==> config.mk <==
export PLATFORM = sky130hd
export DESIGN_NAME = pipelined_csa_multiplier
export DESIGN_NICKNAME = d
export VERILOG_FILES = /design/src/rtl/pipelined_csa_multiplier_pkg.sv /design/src/rtl/pipelined_csa_multiplier_csa_row.sv /design/src/rtl/pipelined_csa_multiplier.sv
export SDC_FILE = /design/constraint.sdc
export NUM_CORES = 1
export LEC_CHECK = 0
export ABC_CLOCK_PERIOD_IN_PS = 3840
export CAP_MARGIN = 0
export CORE_MARGIN = 3
export CORE_UTILIZATION = 64
export DETAILED_ROUTE_END_ITERATION = 8
export GPL_TIMING_DRIVEN = 0
export MAX_ROUTING_LAYER = met4
export PLACE_DENSITY = 0.86
export SLEW_MARGIN = 20
export SYNTH_ARGS = -nofsm -noshare
export SYNTH_HDL_FRONTEND = slang
export SYNTH_SLANG_ARGS = --single-unit
export TNS_END_PERCENT = 1
==> constraint.sdc <==
create_clock -name clk -period 3.84 [get_ports clk]
set_input_delay 1.152 -clock clk [delete_from_list [all_inputs] [get_ports clk]]
set_output_delay 1.152 -clock clk [all_outputs]
set_load 0.01 [all_outputs]
==> src/rtl/pipelined_csa_multiplier_pkg.sv <==
// Sizing helpers for the carry-save reduction tree and the per-stage control word
// that travels alongside each operation.
package mult_pkg;

  typedef struct packed {
    logic valid;
    logic signed_f;
  } stage_ctl_t;

  function automatic int unsigned prod_w(input int unsigned width);
    return 32'd2 * width;
  endfunction

  // One 3:2 level turns every full triple into two rows; leftover rows pass through.
  function automatic int unsigned rows_after(input int unsigned rows);
    return 32'd2 * (rows / 32'd3) + (rows % 32'd3);
  endfunction

  function automatic int unsigned rows_at(input int unsigned rows0, input int unsigned level);
    int unsigned n;
    n = rows0;
    for (int unsigned i = 32'd0; i < level; i++) n = rows_after(n);
    return n;
  endfunction

  function automatic int unsigned csa_levels(input int unsigned rows0);
    int unsigned n;
    int unsigned lv;
    n  = rows0;
    lv = 32'd0;
    while (n > 32'd2) begin
      n  = rows_after(n);
      lv = lv + 32'd1;
    end
    return lv;
  endfunction

  function automatic int unsigned levels_per_stage(input int unsigned levels, input int unsigned stages);
    return levels / stages;
  endfunction

  // Earlier stages absorb the remainder, one extra level each.
  function automatic int unsigned first_level(input int unsigned levels, input int unsigned stages,
                                              input int unsigned stage);
    int unsigned rem;
    rem = levels % stages;
    return stage * levels_per_stage(levels, stages) + ((stage < rem) ? stage : rem);
  endfunction

endpackage

==> src/rtl/pipelined_csa_multiplier_csa_row.sv <==
// One row of full adders: three vectors in, sum vector and left-shifted carry vector out.
module csa_row #(
  parameter int unsigned W = 16
) (
  input  logic [W-1:0] x_i,
  input  logic [W-1:0] y_i,
  input  logic [W-1:0] z_i,
  output logic [W-1:0] sum_o,
  output logic [W-1:0] carry_o
);

  assign sum_o   = x_i ^ y_i ^ z_i;
  // The carry out of the top bit falls off: the product is kept modulo 2^W.
  assign carry_o = {(x_i[W-2:0] & y_i[W-2:0]) | (x_i[W-2:0] & z_i[W-2:0]) | (y_i[W-2:0] & z_i[W-2:0]), 1'b0};

endmodule

==> src/rtl/pipelined_csa_multiplier.sv <==
// WIDTH x WIDTH multiplier: AND/Baugh-Wooley partial products, 3:2 reduction spread over
// PIPE_STAGES-1 register stages, final carry-propagate add in the output stage.
module pipelined_csa_multiplier
  import mult_pkg::*;
#(
  parameter int unsigned WIDTH       = 8,
  parameter int unsigned PIPE_STAGES = 3,
  parameter bit          SIGNED_EN   = 1'b1
) (
  input  logic                 clk,
  input  logic                 rst_n,
  input  logic                 in_valid,
  output logic                 in_ready,
  input  logic [WIDTH-1:0]     in_a,
  input  logic [WIDTH-1:0]     in_b,
  input  logic                 in_signed,
  output logic                 out_valid,
  input  logic                 out_ready,
  output logic [2*WIDTH-1:0]   out_product
);

  localparam int unsigned PW      = prod_w(WIDTH);
  localparam int unsigned NR      = WIDTH;
  localparam int unsigned NL      = csa_levels(WIDTH);
  localparam int unsigned NS      = PIPE_STAGES - 32'd1;
  localparam int unsigned MAX_LEV = levels_per_stage(NL, NS) + (((NL % NS) != 32'd0) ? 32'd1 : 32'd0);
  localparam int unsigned NSTEP   = (MAX_LEV > 32'd0) ? MAX_LEV : 32'd1;
  localparam logic [WIDTH-1:0] MSB_MASK = {1'b1, {(WIDTH-1){1'b0}}};
  // Baugh-Wooley correction ones at bit WIDTH and bit 2*WIDTH-1, added in the final adder.
  localparam logic [PW-1:0]    BW_CONST = (PW'(1'b1) << WIDTH) | (PW'(1'b1) << (PW - 32'd1));

  logic              op_signed;
  logic [PW-1:0]     pp [NR];
  logic [NS-1:0]     adv;
  logic [NS-1:0]     stage_vld;
  logic              out_adv;
  logic              out_valid_q;
  logic [PW-1:0]     out_product_q;
  logic [PW-1:0]     product_d;

  assign op_signed = SIGNED_EN & in_signed;
  assign out_adv   = ~out_valid_q | out_ready;
  assign in_ready  = adv[0];

  // Partial-product rows; in signed mode the cross terms touching exactly one MSB are inverted.
  always_comb begin
    for (int i = 0; i < int'(WIDTH); i++) begin
      pp[i] = {{WIDTH{1'b0}},
               ({WIDTH{in_b[i]}} & in_a) ^
               (op_signed ? ((i == int'(WIDTH) - 1) ? ~MSB_MASK : MSB_MASK) : {WIDTH{1'b0}})} << i;
    end
  end

  for (genvar s = 0; s < NS; s++) begin : g_stage
    localparam int unsigned FIRST = first_level(NL, NS, s);
    localparam int unsigned NLEV  = first_level(NL, NS, s + 1) - FIRST;

    stage_ctl_t    ctl_d;
    stage_ctl_t    ctl_q;
    logic [PW-1:0] st_in  [NR];
    logic [PW-1:0] rows_q [NR];

    if (s == 0) begin : g_src
      assign st_in          = pp;
      assign ctl_d.valid    = in_valid;
      assign ctl_d.signed_f = in_valid & op_signed;
    end else begin : g_chain
      assign st_in = g_stage[s-1].rows_q;
      assign ctl_d = g_stage[s-1].ctl_q;
    end

    assign stage_vld[s] = ctl_q.valid;
    // A stage moves when any stage from here to the output is empty or the sink drains.
    assign adv[s] = out_adv | ~(&stage_vld[NS-1:s]);

    for (genvar k = 0; k < NSTEP; k++) begin : g_lvl
      logic [PW-1:0] cur [NR];
      logic [PW-1:0] nxt [NR];

      if (k == 0) begin : g_head
        assign cur = st_in;
      end else begin : g_link
        assign cur = g_lvl[k-1].nxt;
      end

      if (k < NLEV) begin : g_red
        localparam int unsigned NIN  = rows_at(NR, FIRST + k);
        localparam int unsigned NG   = NIN / 32'd3;
        localparam int unsigned NOUT = rows_after(NIN);

        for (genvar g = 0; g < NG; g++) begin : g_csa
          csa_row #(.W(PW)) u_row (
            .x_i     (cur[3*g]),
            .y_i     (cur[3*g+1]),
            .z_i     (cur[3*g+2]),
            .sum_o   (nxt[2*g]),
            .carry_o (nxt[2*g+1])
          );
        end
        for (genvar r = 3 * NG; r < NIN; r++) begin : g_pass
          assign nxt[r-NG] = cur[r];
        end
        for (genvar r = NOUT; r < NR; r++) begin : g_zero
          assign nxt[r] = '0;
        end
      end else begin : g_idle
        assign nxt = cur;
      end
    end

    // Stage register: control always follows the handshake, data loads only for a live op.
    always_ff @(posedge clk or negedge rst_n) begin
      if (!rst_n) begin
        ctl_q <= '0;
        for (int r = 0; r < int'(NR); r++) rows_q[r] <= '0;
      end else if (adv[s]) begin
        ctl_q <= ctl_d;
        if (ctl_d.valid) rows_q <= g_lvl[NSTEP-1].nxt;
      end
    end
  end

  // Final carry-propagate add; the carry out of the top bit is dropped.
  always_comb begin
    product_d = g_stage[NS-1].rows_q[0] + g_stage[NS-1].rows_q[1] +
                (g_stage[NS-1].ctl_q.signed_f ? BW_CONST : {PW{1'b0}});
  end

  // Output register holds its product while the sink stalls.
  always_ff @(posedge clk or negedge rst_n) begin
    if (!rst_n) begin
      out_valid_q   <= 1'b0;
      out_product_q <= '0;
    end else if (out_adv) begin
      out_valid_q <= g_stage[NS-1].ctl_q.valid;
      if (g_stage[NS-1].ctl_q.valid) out_product_q <= product_d;
    end
  end

  assign out_valid   = out_valid_q;
  assign out_product = out_product_q;

endmodule

==> impl_metrics.csv, run 1 <==
group,metric,value,unit
min_path,hp-start,"out_product[7]$_DFFE_PN0P_",
routing,drt-total-wl,9536,microns
setup_path,rr_startpoint,"g_stage[1].ctl_q[0]$_DFFE_PN0N_",
clock_tree,cts_max_level,3,
timing,worst_pin_slew,405.3,ps
timing,worst_clock_skew,11.51,ps
floorplanning,die_w,96.40,microns
setup_path,path_cells,"clkdlybuf4s50_1 -> nor2b_2 -> nand3_2 -> clkdlybuf4s50_1",
routing,avgViaCountPerCell,5.534,
clock_tree,cts_tree,"yes",
place,place_congestion,0.9061,
global_routing,grt_pass1_vias,3470,
clock_tree,cts_made_buffers,9,
setup_path,slowest_stage,"clkdlybuf4s50_1",
routing,post_drt_wl_per_cell,15.97,microns
setup_path,start_kind,"input port",
timing,fin_crit_sh,0.9196,
routing,drcViolationCount,0,
setup_path,critical_path_peak_fanout,5,
setup_path,cp_top_family,"buffers and inverters",
clock_tree,clkTransAtPathRegs,90,ps
finish,antenna_cells,0,
synth,synth_warnings,0,
setup_path,criticalPathCategory,"in2out",
synth,ys.flop_type,"dfrtp_1",
floorplanning,die_height,96.40,microns
routing,dr.first_iter.drc_count,138,
finish,synthToLayoutAreaGrowth,12.30,%
timing,finalSetupViolations,0,
place,hpwl,7553,microns
place,place_ws,290.5,ps
setup_path,worst-endpoint-arrival,2380,ps
power,vdd_drop_max,0.0002369,V
global_routing,overflow,0,
clock_tree,clock-root-buffer,"clkbuf_8",
finish,final_util,0.7484,
finish,final_common_cell,"dfrtp_1",
timing,clock.fmax,283.2,MHz
finish,layout_common_cells,"86 x dfrtp_1, 73 x nand2_1, 52 x mux2_2, 40 x fa_1, 33 x ha_1",
synth,synth.ff_latch_count,86,
timing,setup_tns,0,ps
min_path,min_path_type,"reg2reg",
routing,vias,3304,
clock_tree,ctsHoldBuffers,0,
clock_tree,clk-insertion-delay-late,360,ps
setup_path,cp_num_buf_inv,2,
setup_path,r2r_end,"out_product[14]$_DFFE_PN0P_",
routing,dr.pass1.iters,5,
setup_path,crit_top_cell,"clkdlybuf4s50_1",
min_path,hold_depth,2,
place,io_buffers,31,
synth,synth_seq_area_share,0.4115,
clock_tree,cts_resized,0,
outcome,outcome,"finished clean",
min_path,whs_endpoint,"out_product[7]$_DFFE_PN0P_",
timing,hold_viol_final,0,
finish,drive_gt1_frac,0.1818,
setup_path,end_kind,"primary output",
floorplanning,die_area,9293,sq um
flow_run,max_cap_viol_count,0,
global_routing,grt_util_all_layers,0.2395,
timing,rsz0062_at_grt,"no",
floorplanning,core,7848,sq um
routing,ant_nets,0,
setup_path,max_stage_delay,510,ps
global_routing,grt_antenna_before_repair,0,
synth,synth-edff-count,0,
clock_tree,post_cts_buffers,0,
floorplanning,rows,32,
timing,relSlewSlack,0.7298,
timing,timing.final.max_slew_violations,0,
power,p_leak,2.710,nW
clock_tree,cts.sinks,86,
power,finalPower,3.563,mW
global_routing,grt_pass1_wl,16400,microns
timing,setup_slack,308.6,ps
synth,synth.avg_cell_area,11.70,sq um
setup_path,reg2reg_depth,9,
timing,fin_crit,3531,ps
setup_path,required,2690,ps
clock_tree,clockBufferDepth,2,
synth,mappedNetlistArea,5230,sq um
setup_path,r2r_slack,1400,ps
synth,async_reset_ff_frac,1.000,
synth,syn-instance-count,447,
synth,syn_nets,541,
power,power.density,606.7,nW/um^2
floorplanning,pin_count,39,
global_routing,grt_max_degree,58,
floorplanning,start_util,0.6665,
finish,fin_nets,584,
synth,synth_cell_types,39,
==> sequential cells by signal, indices dropped and copies added, names as in the netlist <==
name / count
g_stage.rows_q: 65
out_valid: 1
g_stage.ctl_q: 4
out_product: 16
==> through the flow <==
| stage | hold WS [ps] | instances | instance area [sq um] |
|---|---|---|---|
| 4_1_cts | 489.2 | 597 | 5873 |
| 6_report | 484.0 | 597 | 5873 |
| 2_1_floorplan | 446.0 | 447 | 5230 |
| 3_3_place_gp | 459.7 | 580 | 5668 |
| 5_1_grt | 507.1 | 597 | 5873 |
| 3_5_place_dp | 469.4 | 581 | 5693 |
==> final cells by class <==
cell class	instances	area, sq um
multi-input cells	315	2877
flip-flops and latches	86	2152
fillers	521	1974
repair buffers	32	335.3
well taps	102	127.6
clock buffers	9	123.9
inverters	29	108.9
plain buffers	17	92.59
clock inverters	7	56.30
==> tightest hold or removal path, delay by kind of cell, from the launching register on <==
family / cells / cell delay [ps]
flops: 1 / 350
compound gates: 1 / 60
simple gates: 1 / 40
==> routing by layer <==
metal | global-route usage | part of all wire | up-vias
met4 | 0.07827 | 0.011 | 0
met5 | - | 0 | -
li1 | - | - | 1558
met2 | 0.3870 | 0.50 | 94
met1 | 0.3145 | 0.44 | 1645
met3 | 0.03718 | 0.053 | 7
==> kinds of logic after synthesis <==
| logic type | share of synthesized area |
|---|---|
| AND/OR/NAND/NOR | 0.1036 |
| flip-flops | 0.4115 |
| adder cells (fa/ha/maj) | 0.2321 |
| multiplexers | 0.1163 |
| AO/OA/AOI/OAI | 0.06292 |
| buffers and inverters | 0.03851 |
| XOR/XNOR | 0.03517 |
==> how the worst max path moves through the flow <==
| stage | start | to | slack [ps] | depth (start not counted) |
|---|---|---|---|---|
| after floorplan | in_signed | g_stage[0].rows_q[119]$_DFFE_PN0P_ | 660 | 6 |
| after global placement | rst_n | g_stage[0].rows_q[114]$_DFFE_PN0P_ | -1280 | 1 |
| after detailed placement | out_ready | in_ready | 290 | 4 |
| after CTS | out_ready | in_ready | 300 | 4 |
| after global routing | out_ready | in_ready | 250 | 4 |
| final | out_ready | in_ready | 310 | 4 |
==> synth_stat cells, drive strengths merged, types with 2 or more instances <==
master | number | area share
nand2b | 5 | 0.0060
xor2 | 12 | 0.020
fa | 40 | 0.15
inv | 29 | 0.021
a21o | 2 | 0.0029
nor3b | 2 | 0.0029
and2 | 19 | 0.023
mux2 | 54 | 0.12
ha | 33 | 0.079
nor2b | 2 | 0.0043
buf | 7 | 0.0086
clkbuf | 10 | 0.0091
a211oi | 4 | 0.0077
nor2 | 6 | 0.0043
xnor2 | 9 | 0.015
o21ai | 33 | 0.032
nand3 | 3 | 0.0038
dfrtp | 86 | 0.41
nand2 | 76 | 0.056
o21a | 4 | 0.0060
a21oi | 2 | 0.0019
==> power by group <==
group | switching [mW] | internal, mW | total (mW)
Clock | 0.348 | 0.243 | 0.590
Combinational | 0.777 | 0.830 | 1.61
Sequential | 0.168 | 1.20 | 1.37
Total | 1.29 | 2.27 | 3.56
No activity file was read; power rests on OpenSTA's default activity.
==> run 2, diff against run 1 <==
--- a/config.mk
+++ b/config.mk
@@ -12,7 +12,7 @@
 export DETAILED_ROUTE_END_ITERATION = 8
 export GPL_TIMING_DRIVEN = 0
 export MAX_ROUTING_LAYER = met4
-export PLACE_DENSITY = 0.86
+export PLACE_DENSITY_LB_ADDON = 0.12
 export SLEW_MARGIN = 20
 export SYNTH_ARGS = -nofsm -noshare
 export SYNTH_HDL_FRONTEND = slang
==> impl_metrics.csv, run 2 (synthesized netlist as in run 1, its figures left out) <==
group,metric,value,unit
clock_tree,clk-insertion-delay-late,350,ps
finish,layout_common_cells,"86 x dfrtp_1, 73 x nand2_1, 52 x mux2_2, 40 x fa_1, 33 x ha_1",
power,clkPwrFrac,0.180,
floorplanning,die_height,96.40,microns
timing,fin_crit,3542,ps
place,placed_area,5693,sq um
setup_path,required,2690,ps
finish,seqCellArea,2152,sq um
floorplanning,rows,32,
timing,worst_clock_skew,8.570,ps
finish,regMostFlops,"g_stage.rows_q",
finish,synthToLayoutAreaGrowth,12.75,%
finish,fin_nets,584,
power,pwr-share-comb,0.442,
clock_tree,cts_resized,0,
routing,post_drt_wl_per_cell,16.13,microns
setup_path,start_kind,"input port",
clock_tree,clkTransAtPathRegs,80,ps
global_routing,grt_antenna_before_repair,0,
clock_tree,ctsHoldBuffers,0,
global_routing,grt_pass1_wl,16450,microns
finish,final_area,5897,sq um
setup_path,end_kind,"primary output",
setup_path,slowest_stage,"clkdlybuf4s50_1",
clock_tree,cts_max_level,3,
power,vdd_drop_max,0.0002527,V
setup_path,critical_path_peak_fanout,5,
place,hpwl,7650,microns
power,switching_power,1.282,mW
flow_run,max_cap_viol_count,0,
floorplanning,pin_count,39,
finish,drive_gt1_frac,0.1818,
routing,vias,3274,
routing,dr.pass1.iters,4,
power,p_int,2.352,mW
global_routing,grt_util_all_layers,0.2381,
power,finalPower,3.635,mW
routing,dr.first_iter.drc_count,83,
setup_path,path_cells,"clkdlybuf4s50_1 -> nor2b_2 -> nand3_2 -> clkdlybuf4s50_1",
clock_tree,cts_made_buffers,9,
timing,hold_viol_final,0,
timing,worst_pin_slew,460.2,ps
finish,antenna_cells,0,
clock_tree,clockBufferDepth,2,
global_routing,grt_max_degree,54,
setup_path,criticalPathCategory,"in2out",
routing,drcViolationCount,0,
clock_tree,cts_tree,"yes",
timing,holdWs,479.0,ps
setup_path,cp_num_buf_inv,2,
floorplanning,die_w,96.40,microns
power,seqPwrFrac,0.378,
finish,nFillCells,563,
timing,finalSetupViolations,0,
finish,largest_reg_flops,65,
place,place_congestion,0.8917,
timing,fin_crit_sh,0.9225,
power,p_sw_frac,0.3528,
routing,avgViaCountPerCell,5.484,
clock_tree,cts.sinks,86,
outcome,outcome,"finished clean",
routing,ant_nets,0,
floorplanning,start_util,0.6665,
finish,multi_input_area,2877,sq um
power,power.density,616.4,nW/um^2
clock_tree,post_cts_buffers,0,
global_routing,grt_pass1_vias,3483,
setup_path,worst-endpoint-arrival,2390,ps
timing,timing.final.max_slew_violations,0,
clock_tree,clock-root-buffer,"clkbuf_8",
floorplanning,core,7848,sq um
setup_path,crit_top_cell,"clkdlybuf4s50_1",
routing,drt-total-wl,9627,microns
finish,final_common_cell,"dfrtp_1",
timing,rsz0062_at_grt,"no",
setup_path,max_stage_delay,520,ps
place,io_buffers,31,
floorplanning,die_area,9293,sq um
min_path,min_path_type,"reg2reg",
power,p_leak,2.727,nW
finish,final_util,0.7514,
setup_path,cp_top_family,"buffers and inverters",
timing,clock.fmax,282.3,MHz
global_routing,overflow,0,
timing,relSlewSlack,0.6932,
[run 2: changes by cell type in the layout (fill, tap and decap cells not counted), sizes merged]
| cell | previous run | this run |
|---|---|---|
| clkinvlp | 1 | 0 |
| bufinv | 0 | 1 |
| clkbuf | 19 | 20 |
| clkinv | 3 | 2 |
[run 2: final cells by class]
type | count | area share
timing repair buffer | 32 | 0.05686
tap | 102 | 0.02164
sequential | 86 | 0.3649
buffer | 17 | 0.01570
clock inverter | 6 | 0.01125
inverter | 29 | 0.01846
multi-input combinational | 315 | 0.4878
clock buffer | 10 | 0.02334
[run 2: final timing paths]
check	from	slack, ps	end	depth (start not counted)
worst max-delay path	out_ready	300	in_ready	4
worst min-delay path	out_product[10]$_DFFE_PN0P_	480	out_product[10]$_DFFE_PN0P_	1
worst max register to register	g_stage[1].ctl_q[0]$_DFFE_PN0N_	1360	out_product[14]$_DFFE_PN0P_	9
worst min register to register	out_product[10]$_DFFE_PN0P_	480	out_product[10]$_DFFE_PN0P_	1
max in group asynchronous	rst_n	2480	g_stage[0].rows_q[121]$_DFFE_PN0P_	2
min in group asynchronous	rst_n	750	out_product[14]$_DFFE_PN0P_	1
[run 2: power groups by stage]
stage | logic, mW | registers, mW | clock network [mW]
6_report | 1.61 | 1.37 | 0.655
5_1_grt | 1.83 | 1.41 | 0.704
3_3_place_gp | 1.53 | 1.37 | 0
4_1_cts | 1.63 | 1.38 | 0.665
2_1_floorplan | 1.07 | 1.38 | 0
3_5_place_dp | 1.60 | 1.39 | 0
[run 2: layer usage]
metal / vias up / track usage / part of all wire
li1: 1569 / - / -
met2: 68 / 0.3974 / 0.50
met3: 12 / 0.03098 / 0.032
met1: 1625 / 0.3106 / 0.46
met4: 0 / 0.06542 / 0.012
met5: - / - / 0
[run 2: through the flow]
step | setup TNS, ps | std cells | setup slack (ps)
after CTS | 0 | 597 | 284.4
final | 0 | 597 | 297.7
after global routing | 0 | 597 | 247.2
after floorplan | 0 | 447 | 659.3
after detailed placement | 0 | 581 | 290.5
after global placement | -114370 | 580 | -1336
